### config.mk
export PLATFORM = sky130hd
export DESIGN_NAME = fft_input_reorder
export DESIGN_NICKNAME = d
export VERILOG_FILES = /design/src/rtl/fft_input_reorder.sv
export SDC_FILE = /design/constraint.sdc
export NUM_CORES = 1
export LEC_CHECK = 0
export ABC_CLOCK_PERIOD_IN_PS = 2300
export BUFFER_PORTS_ARGS = -buffer_cell sky130_fd_sc_hd__buf_2
export CORE_MARGIN = 2
export CORE_UTILIZATION = 45
export DETAILED_ROUTE_END_ITERATION = 7
export PLACE_DENSITY = 0.74
export SETUP_SLACK_MARGIN = 0.1
export SYNTH_ARGS = -nofsm -noshare
export SYNTH_HDL_FRONTEND = slang
export SYNTH_SLANG_ARGS = --single-unit
### constraint.sdc
create_clock -name clk_i -period 2.3 [get_ports clk_i]
set_input_delay 0.345 -clock clk_i [delete_from_list [all_inputs] [get_ports clk_i]]
set_output_delay 0.345 -clock clk_i [all_outputs]
set_load 0.01 [all_outputs]
### src/rtl/fft_input_reorder.sv
// Serial-to-parallel input stage for the 8-point FFT: bit-reversed placement into ping-pong banks.
// Optional REORDER_LAST_CHECK_EN adds s_last_i / err_o framing check (report only).
module fft_input_reorder #(
  parameter int unsigned N      = 8,
  parameter int unsigned DATA_W = 50
) (
  input  logic              clk_i,
  input  logic              rst_i,
  input  logic              s_valid_i,
  output logic              s_ready_o,
  input  logic [DATA_W-1:0] s_data_i,
`ifdef REORDER_LAST_CHECK_EN
  input  logic              s_last_i,
  output logic              err_o,
`endif
  output logic              m_valid_o,
  input  logic              m_ready_i,
  output logic [DATA_W-1:0] m_data_o [N-1:0]
);

  localparam int unsigned      LOG2N   = $clog2(N);
  localparam logic [LOG2N-1:0] LastIdx = LOG2N'(N - 1);

  function automatic logic [LOG2N-1:0] bitrev(input logic [LOG2N-1:0] v);
    logic [LOG2N-1:0] r;
    for (int i = 0; i < int'(LOG2N); i++) r[i] = v[int'(LOG2N) - 1 - i];
    return r;
  endfunction

  logic [DATA_W-1:0] bank_q [2][N];
  logic [DATA_W-1:0] bank_d [2][N];
  logic [1:0]        full_q, full_d;
  logic              wr_bank_q, wr_bank_d;
  logic              rd_bank_q, rd_bank_d;
  logic [LOG2N-1:0]  wr_cnt_q, wr_cnt_d;
  logic              accept, take, last_cnt;

  // All outputs come straight from registers; no input-to-output path.
  always_comb begin
    s_ready_o = ~full_q[wr_bank_q];
    m_valid_o = full_q[rd_bank_q];
    for (int j = 0; j < int'(N); j++) m_data_o[j] = bank_q[rd_bank_q][j];
  end

  always_comb begin
    accept    = s_valid_i & s_ready_o;
    take      = m_valid_o & m_ready_i;
    last_cnt  = (wr_cnt_q == LastIdx);
    bank_d    = bank_q;
    full_d    = full_q;
    wr_bank_d = wr_bank_q;
    rd_bank_d = rd_bank_q;
    wr_cnt_d  = wr_cnt_q;
    if (take) begin
      full_d[rd_bank_q] = 1'b0;
      rd_bank_d         = ~rd_bank_q;
    end
    // Write bank is never full on accept, so it cannot collide with the take above.
    if (accept) begin
      bank_d[wr_bank_q][bitrev(wr_cnt_q)] = s_data_i;
      wr_cnt_d = wr_cnt_q + LOG2N'(1);
      if (last_cnt) begin
        full_d[wr_bank_q] = 1'b1;
        wr_bank_d         = ~wr_bank_q;
      end
    end
  end

  always_ff @(posedge clk_i or negedge rst_i) begin
    if (!rst_i) begin
      for (int b = 0; b < 2; b++) begin
        for (int j = 0; j < int'(N); j++) bank_q[b][j] <= '0;
      end
      full_q    <= '0;
      wr_bank_q <= 1'b0;
      rd_bank_q <= 1'b0;
      wr_cnt_q  <= '0;
    end else begin
      bank_q    <= bank_d;
      full_q    <= full_d;
      wr_bank_q <= wr_bank_d;
      rd_bank_q <= rd_bank_d;
      wr_cnt_q  <= wr_cnt_d;
    end
  end

`ifdef REORDER_LAST_CHECK_EN
  logic err_q, err_d;

  always_comb begin
    err_d = accept & (s_last_i != last_cnt);
  end

  always_ff @(posedge clk_i or negedge rst_i) begin
    if (!rst_i) err_q <= 1'b0;
    else        err_q <= err_d;
  end

  assign err_o = err_q;
`endif

endmodule
* After elaboration in Yosys (flattened, before gate mapping)
Cells that the tools add are included.
** Storage, ports and cells
- Register bits :: 807
- Latch bits :: 0
- Memory bits (writable) :: 0
- ROM bits :: 0
- Output and inout bits :: 402
- Word-level logic and storage cells :: 66
- Memories kept :: 0
** Operators by class
- $add $sub $neg :: 1
- $mul :: 0
- Divide/modulo/power cells :: 0
- Magnitude comparators :: 9
- Eq/ne operators :: 1
- Shift-type cells :: 0
- Multiplexer cells :: 19
- Bitwise logic cells :: 11
- Reduce and logical (&&, ||, !) cells :: 5
** Operator list (count)
- 2-to-1 mux 400 bit :: 4
- bitwise mux 800 bit :: 1
- demux 400 bit (select 1 bit) :: 1
- demux 50 bit (select 3 bit) :: 1
- 2-to-1 mux 50 bit :: 1
- 2-to-1 mux 1 bit :: 6
- 2-to-1 mux 2 bit :: 3
- >= comparator 2 bit (second input constant) :: 2
- >= comparator 4 bit (second input constant) :: 1
- logical AND 1 bit :: 4
- less-than comparator 1 x 2 -> 1 bit (second input constant) :: 2
- less-than comparator 4 x 1 -> 1 bit (second input constant) :: 1
- NOT 1 -> 2 bit :: 2
- NOT 3 -> 4 bit :: 1
- adder 3 x 1 -> 3 bit (second input constant) :: 1
- equality test 3 bit (second input constant) :: 1
- NOT 1 bit :: 3
- AND 1 bit :: 2
- AND 2 bit :: 1
- demux 1 bit (select 1 bit) :: 2
- >= comparator 1 bit (second input constant) :: 2
- less-than comparator 2 x 1 -> 1 bit (second input constant) :: 1
- NOT 2 bit :: 1
- OR 2 bit :: 1
- AND reduction 2 bit :: 1

* Longest topological paths before layout
Gate-level depths: netlist (run 1).
- Depth in word-level cells :: 10
- Gate-level depth with buffers :: 7
- Gate-level depth less buffers :: 5

* Least setup slack after synthesis (run 1)
Ideal clock, no wire load.
- Kind :: flip-flop to output port
- Start :: register rd_bank_q
- End :: output m_data_o[10] (netlist name)
- Arrival time :: 1444 ps
- Setup slack :: 511 ps
- Cell stages (with the launch flop) :: 5
- Path buffers :: 3
- Cell sequence :: dfrtp_1 -> clkbuf_1 -> clkbuf_1 -> buf_2 -> mux2_2
** RTL lines
- from (decl) :: line 34 : logic rd_bank_q, rd_bank_d;
- from (signal assigned) :: line 82 : rd_bank_q <= rd_bank_d;
- to (decl) :: line 18 : output logic [DATA_W-1:0] m_data_o [N-1:0]

==> results_dict.tcl, run 1 <==
set metrics [dict create \
    globalplace.congestion 0.800 \
    outcome "complete, but fails checks" \
    cts-root-buf "clkbuf_16" \
    port_buffers 455 \
    critical_path_class "flip-flop to primary output" \
    grt_pass1_vias 23100 \
    grt_overflow 0 \
    period_needed_ns 2.49 \
    dp_slack_ns 0.147 \
    min-delay-start "s_valid_i" \
    startpoint "rd_bank_q" \
    arrival_ns 2.15 \
    leakage_nw 21.2 \
    required_ns 1.96 \
    dpl_cell_area_um2 39000 \
    num_rows 102 \
    design_area_um2 44600 \
    via_count 21100 \
    hp-class "input pin to flip-flop" \
    cap_violations 0 \
    fill_cells 5785 \
    hold_viol 0 \
    cts_tree "built" \
    cts_buffers 87 \
    violations "setup timing" \
    nNetsFinal 2798 \
    routed_via_density 5.48 \
    drtIter0Drc 1131 \
    ys_seq_elements 807 \
    coreArea_um2 77200 \
    wirelength_um 99100 \
    final_cell_mix "937 x mux2_2, 806 x dfrtp_1, 302 x buf_2, 176 x mux2_1, 153 x buf_6" \
    slew_headroom 0.619 \
    max_freq_ghz 0.402 \
    p_per_area_nw_per_um2 1540 \
    grt_pass1_wl_um 146000 \
    clk_path_buf_depth 3 \
    finalClockSkew_ns 0.0218 \
    ios 456 \
    drc 0 \
    ys_seq_area_frac 0.577 \
    clk_pin_slew_ns 0.06 \
    start_util 0.453 \
    final.setup.worst_slack_ns -0.191 \
    regArea_um2 20200 \
    grt_max_degree 98 \
    peakVddDrop_uv 1030 \
    rsz0062_at_grt "yes" \
    htreeDepth 3 \
    ant_nets 0 \
    finalCritPeriodShare 1.08 \
    cp_max_fo 8 \
    avgSynthCellArea_um2 15.6 \
    slew_violations 0 \
    drt_pre_antenna_iters 6 \
    grt_use_total 0.239 \
    final_common_cell "mux2_2" \
    drive_gt1_frac 0.635 \
    endpoint_kind "primary output" \
    setup_violations 401 \
    synthCells 2237 \
    antenna_found_initial 4 \
    r2r_slack_ns 0.15 \
    die_y_um 283 \
    ys_warn_count 0 \
    die_w_um 283 \
    worst_r2r_startpoint "wr_cnt_q[0]" \
    worst-slew-pin-transition_ns 0.571 \
    yosysUniqueCellTypes 28 \
    syn_nets 2297 \
    multi_input_area_um2 14300 \
    hpwl_um 60600 \
    syn2layout_area_growth_pct 27.4 \
    wl_per_cell_um 25.8 \
    synth_area_um2 35000 \
    die_area_um2 80000 \
    clk_latency_ns 0.64 \
    cts.sinks 807 \
    hold_ws_ns 0.149 \
    startpoint_type "flip-flop" \
]
## logic make-up after synthesis
| kind of cell | synth area share |
|---|---|
| AND/OR/NAND/NOR | 0.00604 |
| flip-flops | 0.577 |
| XOR/XNOR | 0.000250 |
| AO/OA/AOI/OAI | 0.000750 |
| multiplexers | 0.387 |
| buffers and inverters | 0.0267 |
| adder cells (fa/ha/maj) | 0.00214 |
## Yosys cell counts (all sizes together)
cell type	count	area, um^2
a21o	2	15.0
a21oi	1	5.00
a31oi	1	6.26
and3b	2	17.5
and4b	1	10.0
buf	118	687
clkbuf	63	236
dfrtp	807	20200
ha	6	75.1
inv	3	11.3
mux2	1202	13500
mux2i	2	20.0
nand2	8	30.0
nand2b	1	6.26
nand3	3	15.0
nand3b	1	7.51
nor2	6	37.5
nor2b	2	12.5
nor3	2	20.0
nor3b	1	12.5
nor4	2	25.0
or3b	2	17.5
xnor2	1	8.76
## path summary, 6_finish.rpt
path                                 endpoint  cells past startpoint
worst min-delay path              wr_cnt_q[0]                      3
worst max register to register    bank_q[375]                      6
worst min register to register    bank_q[732]                      1
worst max-delay path            m_data_o[268]                      6
min in group asynchronous         bank_q[346]                      2
max in group asynchronous         bank_q[409]                      3
## timing repair
action | 4_1_cts | 5_1_grt
gates cloned | 17 | 15
endpoints found under the setup margin | 398 | 434
buffers inserted | 18 | 1
hold endpoints to repair | 41 | 0
hold buffers | 2 | 0
gates resized for setup | 125 | 198
## per-stage QoR
| stage | cells | util | power [W] | setup TNS [ns] |
|---|---|---|---|---|
| global placement | 3637 | 0.505 | 0.0475 | 0 |
| detailed placement | 3637 | 0.505 | 0.0487 | 0 |
| CTS | 3831 | 0.561 | 0.0662 | -58.84 |
| floorplan | 2237 | - | 0.0386 | 0 |
| finish | 3847 | 0.578 | 0.0685 | -41.77 |
| global route | 3847 | 0.578 | 0.0717 | -68.34 |
## flip-flops by register name (all words and copies together) (netlist names)
name,count
bank_q,800
wr_cnt_q,3
full_q,2
rd_bank_q,1
wr_bank_q,1
## final cells by class
class                           count  share of cell area
Inverter                            3            0.000252
Clock buffer                      123              0.0582
Timing Repair Buffer              593               0.129
Antenna cell                        1           0.0000561
Sequential cell                   807               0.453
Tap cell                         1040              0.0292
Multi-Input combinational cell   1246               0.321
Clock inverter                     34             0.00999
## per-layer routing
metal | vias up | track usage | part of all wire
met5 | - | 0 | 0.00026
met4 | 4 | 0.0952 | 0.031
met3 | 151 | 0.0459 | 0.047
met2 | 527 | 0.400 | 0.50
met1 | 11400 | 0.306 | 0.42
li1 | 9006 | - | -
## worst max-delay path, cell delays in order (launching register included)
cell and delay (ns):
dfrtp_4 0.51, buf_12 0.17, buf_8 0.14, buf_12 0.13, buf_16 0.14, mux2_4 0.30
buf_6 0.12
## where the power goes
group	internal [W]	switching, W
Sequential	0.0208	0.00339
Combinational	0.0168	0.0128
Clock	0.00879	0.00586
Total	0.0464	0.0221
Note: power is estimated with default switching activity, not from simulation.
==> run 2, diff against run 1 <==
CORE_MARGIN = 5   (was 2)
==> results_dict.tcl, run 2 (same netlist as run 1, synthesis figures left out) <==
set metrics [dict create \
    min-delay-start "s_valid_i" \
    arrival_ns 2.16 \
    final.setup.worst_slack_ns -0.208 \
    finalPower_w 0.0680 \
    hold_depth 3 \
    die_area_um2 83500 \
    drtIter0Drc 924 \
    start_util 0.453 \
    routed_via_density 5.47 \
    cts_tree "built" \
    dp_slack_ns 0.153 \
    multi_input_area_um2 14200 \
    gr-usage-met3 0.0477 \
    r2r_slack_ns 0.17 \
    fill_cells 5860 \
    rr_worst_depth 6 \
    cts-root-buf "clkbuf_16" \
    dpl_cell_area_um2 39000 \
    clk_path_buf_depth 3 \
    syn2layout_area_growth_pct 26.7 \
    tns_ns -49.50 \
    hpwl_um 61900 \
    leakage_nw 21.0 \
    design_area_um2 44300 \
    critical_path_class "flip-flop to primary output" \
    outcome "complete, but fails checks" \
    period_needed_ns 2.51 \
    globalplace.congestion 0.791 \
    grt_pass1_vias 23700 \
    grt_use_total 0.237 \
    hp-class "input pin to flip-flop" \
    worst-slew-pin-transition_ns 0.542 \
    setup_violations 399 \
    regArea_um2 20200 \
    via_count 21000 \
    startpoint "rd_bank_q" \
    rsz0062_at_grt "yes" \
    startpoint_type "flip-flop" \
    final_cell_mix "964 x mux2_2, 806 x dfrtp_1, 317 x buf_2, 176 x mux2_1, 136 x buf_6" \
    drt_pre_antenna_iters 5 \
    cap_violations 0 \
    antenna_found_initial 3 \
    cts.sinks 807 \
    clk_pin_slew_ns 0.06 \
    wirelength_um 100000 \
    top_register "bank_q" \
    grt_overflow 0 \
    cts_buffers 87 \
    die_y_um 289 \
    finalClockSkew_ns 0.0340 \
    slew_violations 0 \
    num_rows 102 \
    met1_usage 0.300 \
    finalCritPeriodShare 1.09 \
    largestRegisters "bank_q (800), wr_cnt_q (3), full_q (2)" \
    grt_max_degree 96 \
    reg2reg_to "bank_q[372]" \
    clk_latency_ns 0.64 \
    ios 456 \
    final_common_cell "mux2_2" \
    violations "setup timing" \
    met2_usage 0.400 \
    hold_viol 0 \
    required_ns 1.96 \
    die_w_um 289 \
    grt-busiest-layer "met2" \
    grt_pass1_wl_um 151000 \
    largest_reg_flops 800 \
    wl_per_cell_um 26.1 \
    ant_nets 0 \
    finish.utilization 0.573 \
    cp_max_fo 9 \
    endpoint_kind "primary output" \
    holdPathEnd "wr_cnt_q[0]" \
    coreArea_um2 77300 \
    p_per_area_nw_per_um2 1530 \
    peakVddDrop_uv 1060 \
    drc 0 \
    nNetsFinal 2798 \
    worst_r2r_startpoint "wr_cnt_q[0]" \
    port_buffers 455 \
    htreeDepth 3 \
    drive_gt1_frac 0.633 \
    max_freq_ghz 0.399 \
    slew_headroom 0.638 \
]
## run 2: cell types whose count changed in the layout (fill, tap and decap cells not counted), sizes merged
| cell | change |
|---|---|
| clkbuf | -9 |
| inv | +1 |
| buf | +8 |
| clkinvlp | -4 |
| bufinv | -1 |
| clkinv | +4 |
## run 2: critical path, stage by stage, from the launching register on
cell and delay, ns:
dfrtp_4 0.49, buf_12 0.16, buf_16 0.16, buf_12 0.14, clkbuf_16 0.16, mux2_2 0.29
buf_6 0.13
## run 2: final cells by class
type,count,area share
Tap cell,1040,0.0293
Inverter,3,0.000254
Timing Repair Buffer,593,0.128
Sequential cell,807,0.455
Clock inverter,34,0.00942
Clock buffer,122,0.0568
Antenna cell,1,0.0000564
Multi-Input combinational cell,1246,0.321
## run 2: stage by stage
step                      hold WS, ns  std cells
after floorplan                0.0494       2237
after global placement          0.293       3633
after detailed placement        0.295       3633
after CTS                      0.0640       3844
after global routing            0.110       3846
final                           0.118       3846
## run 2: where the power goes
group	switching, W	internal (W)	leakage (nW)
clock	0.00582	0.00847	1.46
combinational	0.0129	0.0165	9.46
sequential	0.00342	0.0208	10.1
## run 2: timing repair
item,in CTS,in global routing
endpoints found under the setup margin,398,419
hold endpoints to repair,62,0
gates resized for setup,232,36
buffers inserted,23,5
gates cloned,30,7
hold buffers,2,0
## run 2: how the worst max path moves through the flow
stage               slack (ns)            end  cells past startpoint
floorplan                 0.51   m_data_o[10]                      4
global placement          0.19    bank_q[362]                      6
detailed placement        0.15    bank_q[362]                      6
CTS                      -0.24   m_data_o[56]                      5
global route             -0.27  m_data_o[102]                      6
finish                   -0.21  m_data_o[102]                      6
## run 2: layer usage
metal | part of all wire | vias up
met1 | 0.41 | 11300
met4 | 0.039 | 2
met3 | 0.054 | 191
met5 | 0.000070 | -
met2 | 0.50 | 556
li1 | - | 9018
==> run 3, diff against run 2 <==
--- a/config.mk
+++ b/config.mk
@@ -7,3 +7,2 @@
 export LEC_CHECK = 0
-export ABC_CLOCK_PERIOD_IN_PS = 2300
 export BUFFER_PORTS_ARGS = -buffer_cell sky130_fd_sc_hd__buf_2
==> constraint.sdc (replaced) <==
create_clock -name clk_i -period 2.3 [get_ports clk_i]
set_input_delay 0.69 -clock clk_i [delete_from_list [all_inputs] [get_ports clk_i]]
set_output_delay 0.69 -clock clk_i [all_outputs]
set_load 0.01 [all_outputs]
==> results_dict.tcl, run 3 (same netlist as run 1, synthesis figures left out) <==
set metrics [dict create \
    grt_use_total 0.224 \
    tns_ns -166.85 \
    arrival_ns 2.10 \
    required_ns 1.61 \
    drive_gt1_frac 0.634 \
    peakVddDrop_uv 1050 \
    clk_path_buf_depth 3 \
    routed_via_density 5.39 \
    top_register "bank_q" \
    drc 0 \
    p_per_area_nw_per_um2 1520 \
    max_freq_ghz 0.358 \
    violations "setup timing" \
    slew_violations 0 \
    largest_reg_flops 800 \
    worst-slew-pin-transition_ns 0.479 \
    critical_path_class "flip-flop to primary output" \
    cp_max_fo 7 \
    ios 456 \
    wl_per_cell_um 25.0 \
    slew_headroom 0.681 \
    fill_cells 6030 \
    num_rows 102 \
    final.setup.worst_slack_ns -0.493 \
    via_count 20800 \
    rsz0062_at_grt "yes" \
    cts-root-buf "clkbuf_16" \
    die_area_um2 83500 \
    port_buffers 455 \
    period_needed_ns 2.79 \
    grt_overflow 0 \
    cap_violations 0 \
    finalClockSkew_ns 0.0228 \
    cts_buffers 89 \
    die_w_um 289 \
    setup_violations 402 \
    drtIter0Drc 816 \
    ant_nets 0 \
    drt_pre_antenna_iters 4 \
    clk_pin_slew_ns 0.06 \
    hp-class "input pin to flip-flop" \
    htreeDepth 3 \
    clk_latency_ns 0.64 \
    cts_tree "built" \
    cts.sinks 807 \
    finish.utilization 0.566 \
    coreArea_um2 77300 \
    final_cell_mix "981 x mux2_2, 806 x dfrtp_1, 358 x buf_2, 176 x mux2_1, 98 x buf_6" \
    endpoint_kind "primary output" \
    syn2layout_area_growth_pct 25.0 \
    die_y_um 289 \
    hpwl_um 62500 \
    startpoint_type "flip-flop" \
    grt_pass1_vias 23100 \
    globalplace.congestion 0.813 \
    largestRegisters "bank_q (800), wr_cnt_q (3), full_q (2)" \
    wirelength_um 96100 \
    hold_viol 0 \
    leakage_nw 20.7 \
    outcome "complete, but fails checks" \
    antenna_found_initial 3 \
    finalCritPeriodShare 1.21 \
    nNetsFinal 2796 \
    grt_max_degree 80 \
    start_util 0.453 \
    final_common_cell "mux2_2" \
    grt_pass1_wl_um 144000 \
]
-- run 3: final timing paths --
kind / start / endpoint / slack [ns] / cells past startpoint
max in group asynchronous: rst_i / bank_q[732] / 0.82 / 4
hold reg to reg: bank_q[612] / bank_q[612] / 0.48 / 1
hold / removal: m_ready_i / rd_bank_q / 0.31 / 2
setup reg to reg: wr_cnt_q[0] / bank_q[377] / 0.11 / 6
min in group asynchronous: rst_i / bank_q[111] / 0.60 / 2
setup / recovery: rd_bank_q / m_data_o[39] / -0.49 / 5
-- run 3: metrics by stage --
| step | cell area [um^2] | setup WS, ns | cells | total power [W] | hold WS (ns) |
|---|---|---|---|---|---|
| 2_1_floorplan | 35000 | 0.166 | 2237 | 0.0386 | 0.394 |
| 3_3_place_gp | 39300 | 0.0927 | 3654 | 0.0479 | 0.461 |
| 3_5_place_dp | 39300 | 0.0626 | 3654 | 0.0491 | 0.471 |
| 4_1_cts | 42900 | -0.543 | 3833 | 0.0652 | 0.259 |
| 5_1_grt | 43700 | -0.551 | 3848 | 0.0697 | 0.285 |
| 6_report | 43700 | -0.493 | 3849 | 0.0664 | 0.309 |
-- run 3: per-layer routing --
layer / track usage / wire length, um / up-vias
met5: 0 / 7 / -
met4: 0.0744 / 2830 / 2
met3: 0.0489 / 5860 / 135
met2: 0.380 / 48300 / 500
met1: 0.287 / 39100 / 11100
li1: - / - / 8999
-- run 3: timing repair --
item                       4_1_cts  5_1_grt
pin swaps                        0        0
setup endpoints to repair      402      432
gates cloned                     4       10
buffers inserted                11        5
hold endpoints to repair        24        0
resized for setup               65      116
hold buffers                     1        0
-- run 3: worst max-delay path: stages (launching register included) --
cell and delay, ns:
dfrtp_4 0.53, buf_16 0.18, buf_12 0.15, clkbuf_16 0.17, mux2_4 0.32, buf_6 0.13
-- run 3: where the power goes --
group          total, W  internal, W  switching [W]  leakage [nW]
Clock            0.0147      0.00872        0.00593          1.48
Sequential       0.0241       0.0208        0.00332          10.1
Combinational    0.0276       0.0153         0.0123          9.15
Total            0.0664       0.0448         0.0215          20.7
-- run 3: layout make-up --
cell class,count,area (um^2),area share
sequential,807,20200,0.462
multi-input combinational,1246,14200,0.324
timing repair buffer,589,5030,0.115
clock buffer,122,2550,0.0583
tap,1040,1300,0.0297
clock inverter,41,499,0.0114
inverter,3,11.3,0.000257
antenna,1,2.50,0.0000572
